--- src/rtl/usb_rx_pkg.sv ---
// Shared types and helpers for the USB full-speed receive controller.
package usb_rx_pkg;

  typedef enum logic [3:0] {
    IDLE,
    SYNC,
    CMP_SYNC,
    CHK_PID,
    DATA,
    WRITE,
    BYTE_EOP,
    DONE_WAIT,
    ERR,
    ERR_WAIT1,
    ERR_WAIT2
  } state_t;

  typedef enum logic [2:0] {
    ERR_NONE = 3'd0,
    ERR_SYNC = 3'd1,
    ERR_PID  = 3'd2,
    ERR_EOP  = 3'd3,
    ERR_OVF  = 3'd4
  } err_t;

  localparam logic [7:0] SYNC_DEFAULT = 8'h80;

  // A PID byte carries its own check nibble: upper half is the complement of the lower.
  function automatic logic pid_ok(input logic [7:0] pid);
    return pid[7:4] == ~pid[3:0];
  endfunction

endpackage

--- src/rtl/rx_byte_counter.sv ---
// Saturating per-packet byte counter: clears on packet start, never wraps past max.
module rx_byte_counter #(
  parameter int CNT_W = 7
) (
  input  logic             clk,
  input  logic             n_rst,
  input  logic             clear,
  input  logic             inc,
  input  logic [CNT_W-1:0] max,
  output logic [CNT_W-1:0] count
);

  // NOTE: sequential state uses non-blocking assignments so every flop samples pre-edge values.
  always_ff @(posedge clk or negedge n_rst) begin
    if (!n_rst) begin
      count <= '0;
    end else if (clear) begin
      count <= '0;
    end else if (inc && (count < max)) begin
      count <= count + 1'b1;
    end
  end

endmodule

--- src/rtl/usb_rx_ctrl.sv ---
// Receiver control FSM: SYNC/PID checking, byte writes to the RX FIFO, EOP and error recovery.
module usb_rx_ctrl
  import usb_rx_pkg::*;
#(
  parameter int                 DATA_W       = 8,
  parameter logic [DATA_W-1:0]  SYNC_PATTERN = DATA_W'(SYNC_DEFAULT),
  parameter int                 MAX_BYTES    = 64,
  parameter int                 CHECK_PID    = 1,
  parameter int                 CNT_W        = 7
) (
  input  logic              clk,
  input  logic              n_rst,
  input  logic              d_edge,
  input  logic              eop,
  input  logic              shift_enable,
  input  logic [DATA_W-1:0] rcv_data,
  input  logic              byte_received,
  output logic              rcving,
  output logic              w_enable,
  output logic              r_error,
  output logic [2:0]        err_code,
  output logic [CNT_W-1:0]  byte_count,
  output logic              pkt_done
);

  state_t state_q, state_d;
  err_t   err_q, err_d;
  logic   eop_bit;
  logic   sync_entry;
  logic   at_max;

  assign eop_bit    = eop && shift_enable;
  assign sync_entry = (state_d == SYNC) && (state_q != SYNC);
  assign at_max     = (byte_count >= CNT_W'(MAX_BYTES));

  always_ff @(posedge clk or negedge n_rst) begin
    if (!n_rst) begin
      state_q <= IDLE;
      err_q   <= ERR_NONE;
    end else begin
      state_q <= state_d;
      err_q   <= err_d;
    end
  end

  // NOTE: every combinational output gets a default first so no path can infer a latch.
  always_comb begin
    state_d = state_q;
    err_d   = err_q;
    unique case (state_q)
      IDLE: if (d_edge) begin
        state_d = SYNC;
        err_d   = ERR_NONE;
      end
      SYNC: if (byte_received) state_d = CMP_SYNC;
      CMP_SYNC: begin
        if (rcv_data == SYNC_PATTERN) begin
          state_d = CHK_PID;
        end else begin
          state_d = ERR;
          err_d   = ERR_SYNC;
        end
      end
      CHK_PID: begin
        if (byte_received) begin
          if ((CHECK_PID == 0) || pid_ok(rcv_data[7:0])) begin
            state_d = WRITE;
          end else begin
            state_d = ERR;
            err_d   = ERR_PID;
          end
        end else if (eop_bit) begin
          state_d = ERR_WAIT1;
          err_d   = ERR_EOP;
        end
      end
      // A completed byte takes priority over an EOP sampled in the same cycle.
      DATA: begin
        if (byte_received) begin
          if (!at_max) begin
            state_d = WRITE;
          end else begin
            state_d = ERR;
            err_d   = ERR_OVF;
          end
        end else if (eop_bit) begin
          state_d = ERR_WAIT1;
          err_d   = ERR_EOP;
        end
      end
      WRITE:     state_d = BYTE_EOP;
      BYTE_EOP:  if (shift_enable) state_d = eop ? DONE_WAIT : DATA;
      DONE_WAIT: if (d_edge) state_d = IDLE;
      ERR:       if (eop_bit) state_d = ERR_WAIT1;
      ERR_WAIT1: if (d_edge) state_d = ERR_WAIT2;
      ERR_WAIT2: if (d_edge) begin
        state_d = SYNC;
        err_d   = ERR_NONE;
      end
      default:   state_d = IDLE;
    endcase
  end

  always_comb begin
    rcving   = state_q inside {SYNC, CMP_SYNC, CHK_PID, DATA, WRITE, BYTE_EOP, ERR};
    w_enable = (state_q == WRITE);
    pkt_done = (state_q == BYTE_EOP) && shift_enable && eop;
  end

  assign err_code = err_q;
  assign r_error  = (err_q != ERR_NONE);

  rx_byte_counter #(
    .CNT_W(CNT_W)
  ) u_byte_counter (
    .clk   (clk),
    .n_rst (n_rst),
    .clear (sync_entry),
    .inc   (state_q == WRITE),
    .max   (CNT_W'(MAX_BYTES)),
    .count (byte_count)
  );

endmodule

--- config.mk ---
export PLATFORM = sky130hd
export DESIGN_NAME = usb_rx_ctrl
export DESIGN_NICKNAME = d
export VERILOG_FILES = /design/src/rtl/usb_rx_pkg.sv /design/src/rtl/rx_byte_counter.sv /design/src/rtl/usb_rx_ctrl.sv
export SDC_FILE = /design/constraint.sdc
export NUM_CORES = 1
export LEC_CHECK = 0
export CAP_MARGIN = 10
export CORE_ASPECT_RATIO = 0.7
export CORE_MARGIN = 2
export CORE_UTILIZATION = 44
export CTS_CLUSTER_DIAMETER = 40
export CTS_CLUSTER_SIZE = 8
export DETAILED_ROUTE_END_ITERATION = 8
export GPL_TIMING_DRIVEN = 0
export PLACE_DENSITY = 0.86
export SYNTH_ARGS = -nofsm -noshare
export SYNTH_HDL_FRONTEND = slang
export SYNTH_SLANG_ARGS = --single-unit
--- constraint.sdc ---
create_clock -name clk -period 1.6 [get_ports clk]
set_input_delay 0.32 -clock clk [delete_from_list [all_inputs] [get_ports clk]]
set_output_delay 0.32 -clock clk [all_outputs]
set_load 0.01 [all_outputs]
==> out/metrics.cfg <==
[worst_setup_path]
cp-start-kind=flop
path_max_fanout=10
worst_ep_arrival_time_ns=1.53
timing.critical_path.required_ns=1.28
critical_path.endpoint_type=output port
timing.setup.critical_path_class=flop to output port

[clock_tree]
tritoncts=done
clk_root_buf=sky130_fd_sc_hd__clkbuf_4
cts_made_buffers=3
cts.sink_count=14
cts-root-to-sink-buffers=2
path_clk_slew_ns=0.08
clock_insertion_delay_worst_skew_ns=0.29
h-tree-depth=1
post_cts_hold_buffer_count=0

[detailed_routing]
via_count=1216
vias_per_cell=5.74
routed_wirelength_mm=3.50
wl_per_cell_um=16.5
remaining_drcs=0
detail_route.first_pass.iterations=4
first_iter_violations=106
antenna_violating_nets_post_route=0

[grt]
grtUsageMet2_pct=40.4
grt.met3_usage_pct=6.93
track_usage_pct=25.0
busiest_layer=met2
grt_start_max_net_pins=15
overflow=0
grt_antenna_before_repair=0
global_route_wire_length_before_repair_mm=5.49
first_global_vias=1147
use_met1_pct=32.5

[sta]
fin_ws_ns=-0.252
setup_viol_count_final=7
timing.fmax_ghz=0.540
post-route-min-period_ns=1.85
worstMarginPinSlew_ns=0.657
hold_ws_ns=0.425
finClkSkew_ns=0.0110
timing.final.hold_violations=0
grt_setup_unrepaired=yes
slew_viol_final=0
slew-limit-headroom_pct=56.1
fin_crit_sh_pct=116

[floorplan]
die_height_um=45.9
io-pin-count=28
start_util_pct=45.5
placeableCoreArea_um2=2420
design.die.area_um2=2930
fp-row-count=15
floorplan.die.width_um=63.8

[logic_synthesis]
synth.ff_latch_count=14
synth.top_cells.by_area=sky130_fd_sc_hd__dfrtp_1 (32%), sky130_fd_sc_hd__nor2_1 (4.8%), sky130_fd_sc_hd__xnor2_1 (4.0%)
synthesis.area_um2=1100
synthesized_instance_count=133
yosysTopAreaCellShare_pct=31.8
syn_area_per_cell_um2=8.28
synth_warn=0
yosysUniqueCellTypes=45
seq_area_frac_synth_pct=31.8
synth.top_cells.by_count=sky130_fd_sc_hd__dfrtp_1 (14), sky130_fd_sc_hd__nor2_1 (14), sky130_fd_sc_hd__nand2_1 (10), sky130_fd_sc_hd__a21oi_1 (8), sky130_fd_sc_hd__o21ai_0 (8)
synth-edff-count=0
synth-async-reset-ratio_pct=100
yosys.area.top_type=sky130_fd_sc_hd__dfrtp_1
synth_flop_cell=sky130_fd_sc_hd__dfrtp_1
syn_nets=148

[pwr]
p_leak_nw=0.709
power.ir.vdd_worst_v=0.000744
power-per-cell-area_nw_per_um2=1260

[min_path]
worst_hold_path_type=primary input to asynchronous set/reset pin

[placed_design]
buffer_ports.inserted=26
numPlacedInstances=193
hpwl_mm=2.35
placer_s_final_routability_congestion_estimate=0.944
detailedPlace.worstSlack_ns=-0.611

[outcome]
outcome=complete, but fails checks
violations_in_the_final_reports=negative setup slack

[run]
drv_cap=0

[finish]
multiInputGateArea_um2=786
fillCellCount=187
layout_cells_sized_above_1_pct=34.8
area.sequential_um2=355
design.final.nets=195
final_cell_count_no_fill=212
area_growth_pct=48.2
postLayoutCoreUtil_pct=67.4
num_antenna_cells=0

[final cells by class]
type	count	share of cell area (%)
multi-input combinational	107	48.2
timing repair buffer	44	22.4
sequential	14	21.8
buffer	6	2.76
tap	34	2.61
clock buffer	3	1.38
inverter	4	0.920
[registers in the layout, summed over array words and instances, names as in the netlist]
| register | flops |
|---|---|
| u_byte_counter.count | 7 |
| state_q | 4 |
| err_code | 3 |
[where the power goes]
| group | switching (mW) | internal, mW | total, mW |
|---|---|---|---|
| Sequential | 0.0731 | 0.425 | 0.498 |
| Combinational | 0.699 | 0.660 | 1.36 |
| Clock | 0.113 | 0.0876 | 0.201 |
[kinds of logic after synthesis]
logic type	share of synthesized area [%]
flip-flops	31.8
buffers and inverters	5.11
XOR/XNOR	7.16
adder cells (fa/ha/maj)	1.14
multiplexers	2.95
AND/OR/NAND/NOR	30.8
AO/OA/AOI/OAI	21.0
[metal layers]
metal,vias to the layer above,share of wire [%]
li1,577,-
met1,583,43
met2,48,48
met3,8,6.3
met4,0,1.9
met5,-,0
[stage by stage]
step | area, um^2 | TNS [ns] | total power, mW
detailed placement | 1400 | -3.99 | 1.57
global placement | 1400 | -3.72 | 1.54
CTS | 1590 | -1.23 | 1.99
global route | 1630 | -1.87 | 2.20
floorplan | 1100 | -0.208 | 1.22
finish | 1630 | -1.22 | 2.06
[timing repair]
item,4_1_cts,5_1_grt
pin swaps,9,5
setup buffers,13,5
setup endpoints to repair,14,19
resized for setup,46,22
cloned,0,0
[critical path: stages, from the launching register on]
cell and delay [ns]:
sky130_fd_sc_hd__dfrtp_1 0.38, sky130_fd_sc_hd__buf_6 0.14, sky130_fd_sc_hd__clkbuf_8 0.16, sky130_fd_sc_hd__a21o_1 0.17
sky130_fd_sc_hd__a221oi_2 0.22, sky130_fd_sc_hd__buf_2 0.17
[placed cells by master (no fill, tap or decap), types with 3 or more instances in the layout]
| cell type | count |
|---|---|
| sky130_fd_sc_hd__buf_6 | 4 |
| sky130_fd_sc_hd__nor2_1 | 11 |
| sky130_fd_sc_hd__clkdlybuf4s50_1 | 12 |
| sky130_fd_sc_hd__nand2_1 | 10 |
| sky130_fd_sc_hd__dfrtp_2 | 4 |
| sky130_fd_sc_hd__buf_2 | 4 |
| sky130_fd_sc_hd__nand2b_1 | 3 |
| sky130_fd_sc_hd__nand4_1 | 4 |
| sky130_fd_sc_hd__nor2b_1 | 3 |
| sky130_fd_sc_hd__o21ai_0 | 7 |
| sky130_fd_sc_hd__clkbuf_2 | 5 |
| sky130_fd_sc_hd__dfrtp_1 | 10 |
| sky130_fd_sc_hd__inv_1 | 4 |
| sky130_fd_sc_hd__a21oi_1 | 8 |
| sky130_fd_sc_hd__xnor2_1 | 5 |
| sky130_fd_sc_hd__nor2_2 | 3 |
| sky130_fd_sc_hd__xor2_1 | 4 |
| sky130_fd_sc_hd__buf_4 | 17 |
| sky130_fd_sc_hd__clkbuf_4 | 3 |
[final timing paths]
kind | startpoint | endpoint | slack, ns | depth (start not counted)
max in group asynchronous | n_rst | u_byte_counter.count[6] | 0.72 | 1
setup reg to reg | state_q[1] | err_code[2] | -0.24 | 5
min in group clk | err_code[0] | err_code[0] | 0.59 | 2
setup / recovery | state_q[3] | rcving | -0.25 | 5
hold reg to reg | err_code[0] | err_code[0] | 0.59 | 2
hold / removal | n_rst | state_q[3] | 0.43 | 1
No activity file was read; power rests on OpenSTA's default activity.
